==> src/rtl/ins_prefetch_buffer.sv <==
// -----------------------------------------------------------------------------
// ins_prefetch_buffer
//
// Instruction prefetch buffer sitting between a processor fetch stage and an
// instruction memory with a request/grant + in-order read-valid protocol.
// Requests are issued ahead of the processor as long as buffered plus
// in-flight words stay below DEPTH. A redirect throws away all buffered
// words, restarts fetching at the new address and silently swallows the
// responses that were still in flight (FLUSH state).
//
// Ports
//   cpu_clock      : sole clock, rising edge
//   cpu_reset_b    : synchronous reset, ACTIVE HIGH despite the _b suffix
//   mem_req/addr   : fetch request and word-aligned address (held until grant)
//   mem_gnt        : memory accepts the current request
//   mem_rvalid/rdata : in-order read response
//   ins_fetch_req  : processor consumes the head instruction
//   ins_valid      : head entry holds an instruction
//   instruction/ins_pc : registered head entry (word and its address)
//   redirect/redirect_pc : discard everything and restart at redirect_pc
//   fetch_err      : sticky, a response arrived with nothing outstanding
// -----------------------------------------------------------------------------
module ins_prefetch_buffer #(
    parameter int          DEPTH    = 4,
    parameter logic [31:0] RESET_PC = 32'h0000_0000
) (
    input  logic        cpu_clock,
    input  logic        cpu_reset_b,
    output logic        mem_req,
    output logic [31:0] mem_addr,
    input  logic        mem_gnt,
    input  logic        mem_rvalid,
    input  logic [31:0] mem_rdata,
    input  logic        ins_fetch_req,
    output logic        ins_valid,
    output logic [31:0] instruction,
    output logic [31:0] ins_pc,
    input  logic        redirect,
    input  logic [31:0] redirect_pc,
    output logic        fetch_err
);

    localparam int PTR_W = $clog2(DEPTH);
    // Counters must represent 0..DEPTH inclusive.
    localparam int CNT_W = $clog2(DEPTH + 1);
    localparam logic [CNT_W-1:0] DEPTH_C      = CNT_W'(DEPTH);
    localparam logic [31:0]      RESET_PC_ALN = RESET_PC & 32'hFFFF_FFFC;

    typedef enum logic [0:0] {
        ST_RUN   = 1'b0,
        ST_FLUSH = 1'b1
    } state_t;

    state_t             state_q, state_d;
    logic [31:0]        fetch_pc_q, fetch_pc_d;
    logic [31:0]        resp_pc_q, resp_pc_d;
    logic [CNT_W-1:0]   outstanding_q, outstanding_d;
    logic [CNT_W-1:0]   discard_q, discard_d;
    logic [CNT_W-1:0]   count_q, count_d;
    logic [PTR_W-1:0]   rd_ptr_q, rd_ptr_d;
    logic [PTR_W-1:0]   wr_ptr_q, wr_ptr_d;
    logic               fetch_err_q, fetch_err_d;

    logic               grant;
    logic               out_dec;
    logic               disc_dec;
    logic               spurious;
    logic               push;
    logic               pop;
    logic [CNT_W-1:0]   inflight;
    logic [31:0]        target_pc;

    logic [31:0]        pc_ent   [DEPTH];
    logic [31:0]        data_ent [DEPTH];

    // -------------------------------------------------------------------------
    // Event decode
    // -------------------------------------------------------------------------
    always_comb begin : event_decode
        grant     = mem_req && mem_gnt;
        // A response retires a live request first; only when none is live does
        // it count against the discard budget left behind by a redirect.
        out_dec   = mem_rvalid && (outstanding_q != '0);
        disc_dec  = mem_rvalid && (outstanding_q == '0) && (discard_q != '0);
        spurious  = mem_rvalid && (outstanding_q == '0) && (discard_q == '0);
        push      = out_dec && (state_q == ST_RUN) && !redirect;
        pop       = ins_valid && ins_fetch_req && !redirect;
        target_pc = redirect_pc & 32'hFFFF_FFFC;
        // Work still owed by memory after this edge. Outstanding and discard
        // are never both non-zero, so the sum stays within 0..DEPTH.
        inflight  = outstanding_q + discard_q + CNT_W'(grant)
                    - CNT_W'(out_dec || disc_dec);
    end

    // -------------------------------------------------------------------------
    // FSM: state register / next state / outputs
    // -------------------------------------------------------------------------
    always_ff @(posedge cpu_clock) begin : state_reg
        if (cpu_reset_b) begin
            state_q <= ST_RUN;
        end else begin
            state_q <= state_d;
        end
    end

    always_comb begin : next_state
        state_d = state_q;
        if (redirect) begin
            state_d = (inflight != '0) ? ST_FLUSH : ST_RUN;
        end else if ((state_q == ST_FLUSH) && (discard_q == '0)) begin
            state_d = ST_RUN;
        end
    end

    always_comb begin : fsm_outputs
        // Request purely from registered state. Gating with the reset input
        // keeps mem_req low for the whole reset window, not just before the
        // first reset edge.
        mem_req     = !cpu_reset_b && (state_q == ST_RUN)
                      && ((count_q + outstanding_q) < DEPTH_C);
        mem_addr    = fetch_pc_q;
        ins_valid   = (count_q != '0);
        instruction = data_ent[rd_ptr_q];
        ins_pc      = pc_ent[rd_ptr_q];
        fetch_err   = fetch_err_q;
    end

    // -------------------------------------------------------------------------
    // Datapath next state
    // -------------------------------------------------------------------------
    always_comb begin : datapath_next
        fetch_pc_d    = fetch_pc_q;
        resp_pc_d     = resp_pc_q;
        outstanding_d = outstanding_q;
        discard_d     = discard_q;
        count_d       = count_q;
        rd_ptr_d      = rd_ptr_q;
        wr_ptr_d      = wr_ptr_q;
        fetch_err_d   = fetch_err_q | spurious;

        if (redirect) begin
            // Everything owed by memory becomes discard budget; the response
            // pc restarts together with the fetch pc.
            fetch_pc_d    = target_pc;
            resp_pc_d     = target_pc;
            outstanding_d = '0;
            discard_d     = inflight;
            count_d       = '0;
            rd_ptr_d      = '0;
            wr_ptr_d      = '0;
        end else begin
            if (grant) begin
                fetch_pc_d = fetch_pc_q + 32'd4;
            end
            if (push) begin
                resp_pc_d = resp_pc_q + 32'd4;
                wr_ptr_d  = wr_ptr_q + PTR_W'(1);
            end
            if (pop) begin
                rd_ptr_d = rd_ptr_q + PTR_W'(1);
            end
            outstanding_d = outstanding_q + CNT_W'(grant) - CNT_W'(out_dec);
            discard_d     = discard_q - CNT_W'(disc_dec);
            count_d       = count_q + CNT_W'(push) - CNT_W'(pop);
        end
    end

    always_ff @(posedge cpu_clock) begin : datapath_reg
        if (cpu_reset_b) begin
            fetch_pc_q    <= RESET_PC_ALN;
            resp_pc_q     <= RESET_PC_ALN;
            outstanding_q <= '0;
            discard_q     <= '0;
            count_q       <= '0;
            rd_ptr_q      <= '0;
            wr_ptr_q      <= '0;
            fetch_err_q   <= 1'b0;
        end else begin
            fetch_pc_q    <= fetch_pc_d;
            resp_pc_q     <= resp_pc_d;
            outstanding_q <= outstanding_d;
            discard_q     <= discard_d;
            count_q       <= count_d;
            rd_ptr_q      <= rd_ptr_d;
            wr_ptr_q      <= wr_ptr_d;
            fetch_err_q   <= fetch_err_d;
        end
    end

    // -------------------------------------------------------------------------
    // Buffer entries. Each slot is cleared on reset so the head reads as zero
    // until the first instruction lands.
    // -------------------------------------------------------------------------
    genvar gi;
    generate
        for (gi = 0; gi < DEPTH; gi++) begin : g_entry
            logic [31:0] pc_q, pc_d;
            logic [31:0] data_q, data_d;

            always_comb begin
                pc_d   = pc_q;
                data_d = data_q;
                if (push && (wr_ptr_q == PTR_W'(gi))) begin
                    pc_d   = resp_pc_q;
                    data_d = mem_rdata;
                end
            end

            always_ff @(posedge cpu_clock) begin
                if (cpu_reset_b) begin
                    pc_q   <= '0;
                    data_q <= '0;
                end else begin
                    pc_q   <= pc_d;
                    data_q <= data_d;
                end
            end

            assign pc_ent[gi]   = pc_q;
            assign data_ent[gi] = data_q;
        end
    endgenerate

endmodule

==> config.mk <==
export PLATFORM = sky130hd
export DESIGN_NAME = ins_prefetch_buffer
export DESIGN_NICKNAME = d
export VERILOG_FILES = /design/src/rtl/ins_prefetch_buffer.sv
export SDC_FILE = /design/constraint.sdc
export NUM_CORES = 1
export LEC_CHECK = 0
export ABC_AREA = 1
export CAP_MARGIN = 40
export CELL_PAD_IN_SITES_DETAIL_PLACEMENT = 1
export CELL_PAD_IN_SITES_GLOBAL_PLACEMENT = 2
export CORE_UTILIZATION = 33
export CTS_BUF_LIST = sky130_fd_sc_hd__clkbuf_8
export DETAILED_ROUTE_END_ITERATION = 16
export GPL_TIMING_DRIVEN = 0
export HOLD_SLACK_MARGIN = 0.05
export PLACE_DENSITY_LB_ADDON = 0.3
export SLEW_MARGIN = 20
export SYNTH_ARGS = -nofsm -noshare
export SYNTH_HDL_FRONTEND = slang
export SYNTH_SLANG_ARGS = --single-unit
==> constraint.sdc <==
create_clock -name cpu_clock -period 3.23 [get_ports cpu_clock]
set_input_delay 0.646 -clock cpu_clock [delete_from_list [all_inputs] [get_ports cpu_clock]]
set_output_delay 0.646 -clock cpu_clock [all_outputs]
set_load 0.02 [all_outputs]
==> metrics.md <==
| Metric | Value |
|---|---|
| RSZ-0062 raised after global routing | `no` |
| Syn Std Cell Area | `15,500 um2` |
| Mux contribution to synthesized area | `0%` |
| Worst hold endpoint | `fetch_err$_SDFF_PP0_` |
| Die ar. | `47,900 um2` |
| Gr ovfl total | `0` |
| Clock power share | `42.0%` |
| Fillers | `5,938` |
| LEAKAGE | `0.00864 uW` |
| Final worst slack | `0.113 ns` |
| Port Buffers | `161` |
| CP endpoint kind | `output port` |
| Crit-path max FO | `10` |
| Slowest cell on the critical path | `dlygate4sd2_1` |
| Total core area | `46,500 um2` |
| R2R setup slack | `0.29 ns` |
| Synth Area in Simple Gates | `27.8%` |
| Overall Global Routing Usage | `26.8%` |
| Top FF cell, synth | `dfxtp_1` |
| Depth of the most critical reg-to-reg path | `14` |
| Status | `finished clean` |
| Largest net degree at the start of global routing | `16` |
| Routed WL per cell | `20.6 um` |
| FP Rows | `79` |
| Crit Reg-Reg Startpoint | `count_q[1]$_SDFF_PP0_` |
| H-Tree Depth | `2` |
| Clk_skew | `0.0432 ns` |
| Cells after Synth | `2,255` |
| ANT cells | `0` |
| CP most frequent cell | `clkbuf_4` |
| Crit path largest cell delay | `0.38 ns` |
| Hold Crit Start | `fetch_err$_SDFF_PP0_` |
| Ys Warns | `0` |
| Sequential share of the synthesized area | `41.7%` |
| DR vias | `16.4k` |
| FFs w/ async S/R, synth | `0%` |
| Capturing point of the worst reg2reg path | `state_q$_SDFFE_PP0P_` |
| Synth-to-layout area growth | `23.1%` |
| Routability congestion estimate | `0.858` |
| Worst Path Arrival | `2.47 ns` |
| F_max | `321 MHz` |
| Final antenna-violating net count | `0` |
| Io pins | `169` |
| Multi-input gate area | `7840 um2` |
| Iteration count of the initial detailed-routing pass | `5` |
| Root Buffer Master | `clkbuf_8` |
| First-pass GRT wire length | `98.3 mm` |
| NetSw | `2710 uW` |
| Min cycle time layout | `3.12 ns` |
| Clk pin slew, worst setup/hold paths | `0.06 ns` |
| Max VDD drop | `0.297 mV` |
| Synth Area in Adders | `1.73%` |
| Layout Nets | `2,569` |
| Seq pwr share | `45.3%` |
| Initial Utilization | `33.4%` |
| Starting DRC count in detailed routing | `1,029` |
| Sw Ratio | `29.1%` |
| Die X | `219 um` |
| Die extent in y | `219 um` |
| Worst Setup Path Type | `flip-flop to output port` |
| Combinational Power Share | `12.7%` |
| Pint | `6600 uW` |
| CTS tree | `yes` |
| CTS sink count | `323` |
| Number of buffers created by CTS | `60` |
| Pre-CTS setup slack | `-0.299 ns` |
| Hold path depth | `2` |
| Post-synth EDFFs | `0` |
| Pwr per Cell Area | `487 nW/um2` |
| Critical path cell sequence | `clkbuf_4 -> inv_4 -> buf_4 -> clkbuf_4 -> nor2_1 -> o22ai_2 -> dlygate4sd2_1` |
| CP Launch Type | `flip-flop` |
| HPWL Detailed | `47.4 mm` |
| Main combinational cell family by area after synthesis | `simple AND/OR/NAND/NOR gates` |
| Initial antenna violation count | `1` |
| Final WL | `64.4 mm` |
| Seq cells post-synth | `323` |
| Clock tree buffer depth | `3` |
| Slew margin rel. | `42.2%` |
| Slew Limit Fails | `0` |
| Worst hold path type | `flip-flop to flip-flop` |
| Crit share post-route | `96.5%` |
| Total power | `9310 uW` |
| Required @ worst endpoint | `2.58 ns` |
| Clk_lat worst skew | `0.69 ns` |
| Synth Area in XOR/XNOR | `1.64%` |
| Compound-cell area share of the yosys netlist | `19.1%` |
| Final hold violation count | `0` |
| DRC | `0` |
| Vias in the first global route | `16.7k` |
| Vias/cell | `5.24` |
| Share of layout cells above drive strength 1 | `8.60%` |
| MaxCap Viol Count | `0` |
| Synth unique cells | `39` |
| Setup-failing EPs final | `0` |
| Pin slew with the least headroom to its limit | `0.866 ns` |
| Syn Area/Cell | `6.88 um2` |
| Reg area | `6470 um2` |
[layout make-up]
class | count | share of cell area [%]
multi-input cells | 1673 | 41.1
flip-flops and latches | 323 | 33.9
repair buffers | 161 | 8.11
clock buffers | 75 | 5.41
plain buffers | 166 | 5.07
well taps | 607 | 3.98
inverters | 95 | 1.89
clock inverters | 29 | 0.622
[critical path: cells and delay by family (launching register included)]
family | cells | cell delay [ns]
buf+inv | 5 | 1.19
flops | 1 | 0.31
compound gates | 1 | 0.24
simple gates | 1 | 0.07
[Yosys cell counts, types with 8 or more instances]
cell type | number | area, um2
a21oi_1 | 76 | 380
a21oi_2 | 12 | 105
buf_2 | 18 | 90.1
buf_4 | 10 | 75.1
buf_6 | 16 | 180
buf_8 | 8 | 120
clkbuf_1 | 113 | 424
dfxtp_1 | 323 | 6470
ha_1 | 15 | 188
inv_1 | 85 | 319
inv_2 | 8 | 30.0
nand2_1 | 289 | 1080
nand3_1 | 98 | 490
nand3b_1 | 11 | 82.6
nand4_1 | 10 | 62.6
nor2_1 | 636 | 2390
o21ai_0 | 334 | 1670
o21ai_1 | 60 | 300
o22ai_1 | 64 | 400
xnor2_1 | 11 | 96.3
xor2_1 | 18 | 158
[routing by layer]
| layer | vias to the layer above | wire, um | global-route usage [%] |
|---|---|---|---|
| met4 | 2 | 2400 | 10.6 |
| met1 | 8015 | 28600 | 34.5 |
| met2 | 396 | 30500 | 45.1 |
| met3 | 132 | 2830 | 3.73 |
| met5 | - | 16 | 0 |
| li1 | 7846 | - | - |
[stage by stage]
step	hold WS [ns]	util [%]	instance area, um2	TNS, ns	cells
6_report	0.480	41.1	19100	0	3129
4_1_cts	0.460	41.1	19100	0	3129
3_5_place_dp	0.476	38.5	17900	-18.67	3026
3_3_place_gp	0.473	38.5	17900	-14.33	3026
2_1_floorplan	0.456	-	15500	0	2258
5_1_grt	0.519	41.1	19100	0	3129
[kinds of logic (layout without fill, tap and decap cells)]
group,count (synthesis),after routing
adder cells (fa/ha/maj),19,19
XOR/XNOR,29,29
flip-flops,323,323
other,1,4
buffers and inverters,262,526
AO/OA/AOI/OAI,560,560
AND/OR/NAND/NOR,1061,1061
[sequential cells by signal (all words and copies together), names as in the netlist]
name,flops
count_q,3
discard_q,3
fetch_err,1
g_entry.data_q,128
g_entry.pc_q,120
mem_addr,30
outstanding_q,3
rd_ptr_q,2
resp_pc_q,30
state_q,1
wr_ptr_q,2
[layout by cell type, fill, tap and decap left out, types with 10 or more instances in the layout]
master / instances
a21oi_1: 76
o21ai_0: 334
a21oi_2: 12
clkdlybuf4s50_1: 99
nand3b_1: 11
buf_4: 11
o22ai_1: 58
clkbuf_8: 75
dfxtp_1: 322
buf_2: 18
xor2_1: 18
xnor2_1: 11
o21ai_1: 60
nand2_1: 289
inv_1: 108
nand4_1: 10
dlygate4sd2_1: 46
nor2_1: 636
clkbuf_4: 11
clkbuf_1: 76
ha_1: 15
nand3_1: 98
clkbuf_2: 27
buf_6: 16
[power by group through the flow]
stage,clock [uW],sequential [uW],combinational [uW]
after floorplan,0,4300,648
after global placement,0,4290,1180
after detailed placement,0,4300,1210
after CTS,4000,4210,1190
after global routing,4170,4230,1290
final,3910,4210,1190
[how the worst max path moves through the flow]
stage                                      from                      end  slack [ns]  cells after the start
floorplan           outstanding_q[1]$_SDFF_PP0_  discard_q[2]$_SDFF_PP0_        0.76                     14
global placement       rd_ptr_q[0]$_SDFFE_PP0P_               ins_pc[20]       -0.33                      7
detailed placement     rd_ptr_q[0]$_SDFFE_PP0P_               ins_pc[20]       -0.30                      7
CTS                    rd_ptr_q[0]$_SDFFE_PP0P_               ins_pc[22]       0.003                      7
global route           rd_ptr_q[0]$_SDFFE_PP0P_           instruction[5]       0.007                      7
finish                 rd_ptr_q[0]$_SDFFE_PP0P_               ins_pc[20]        0.11                      7
[timing repair]
action	in CTS	in global routing
gates resized for setup	133	15
setup buffers	0	0
hold buffers	0	0
setup endpoints to repair	62	9
Note: power is estimated with default switching activity, not from simulation.
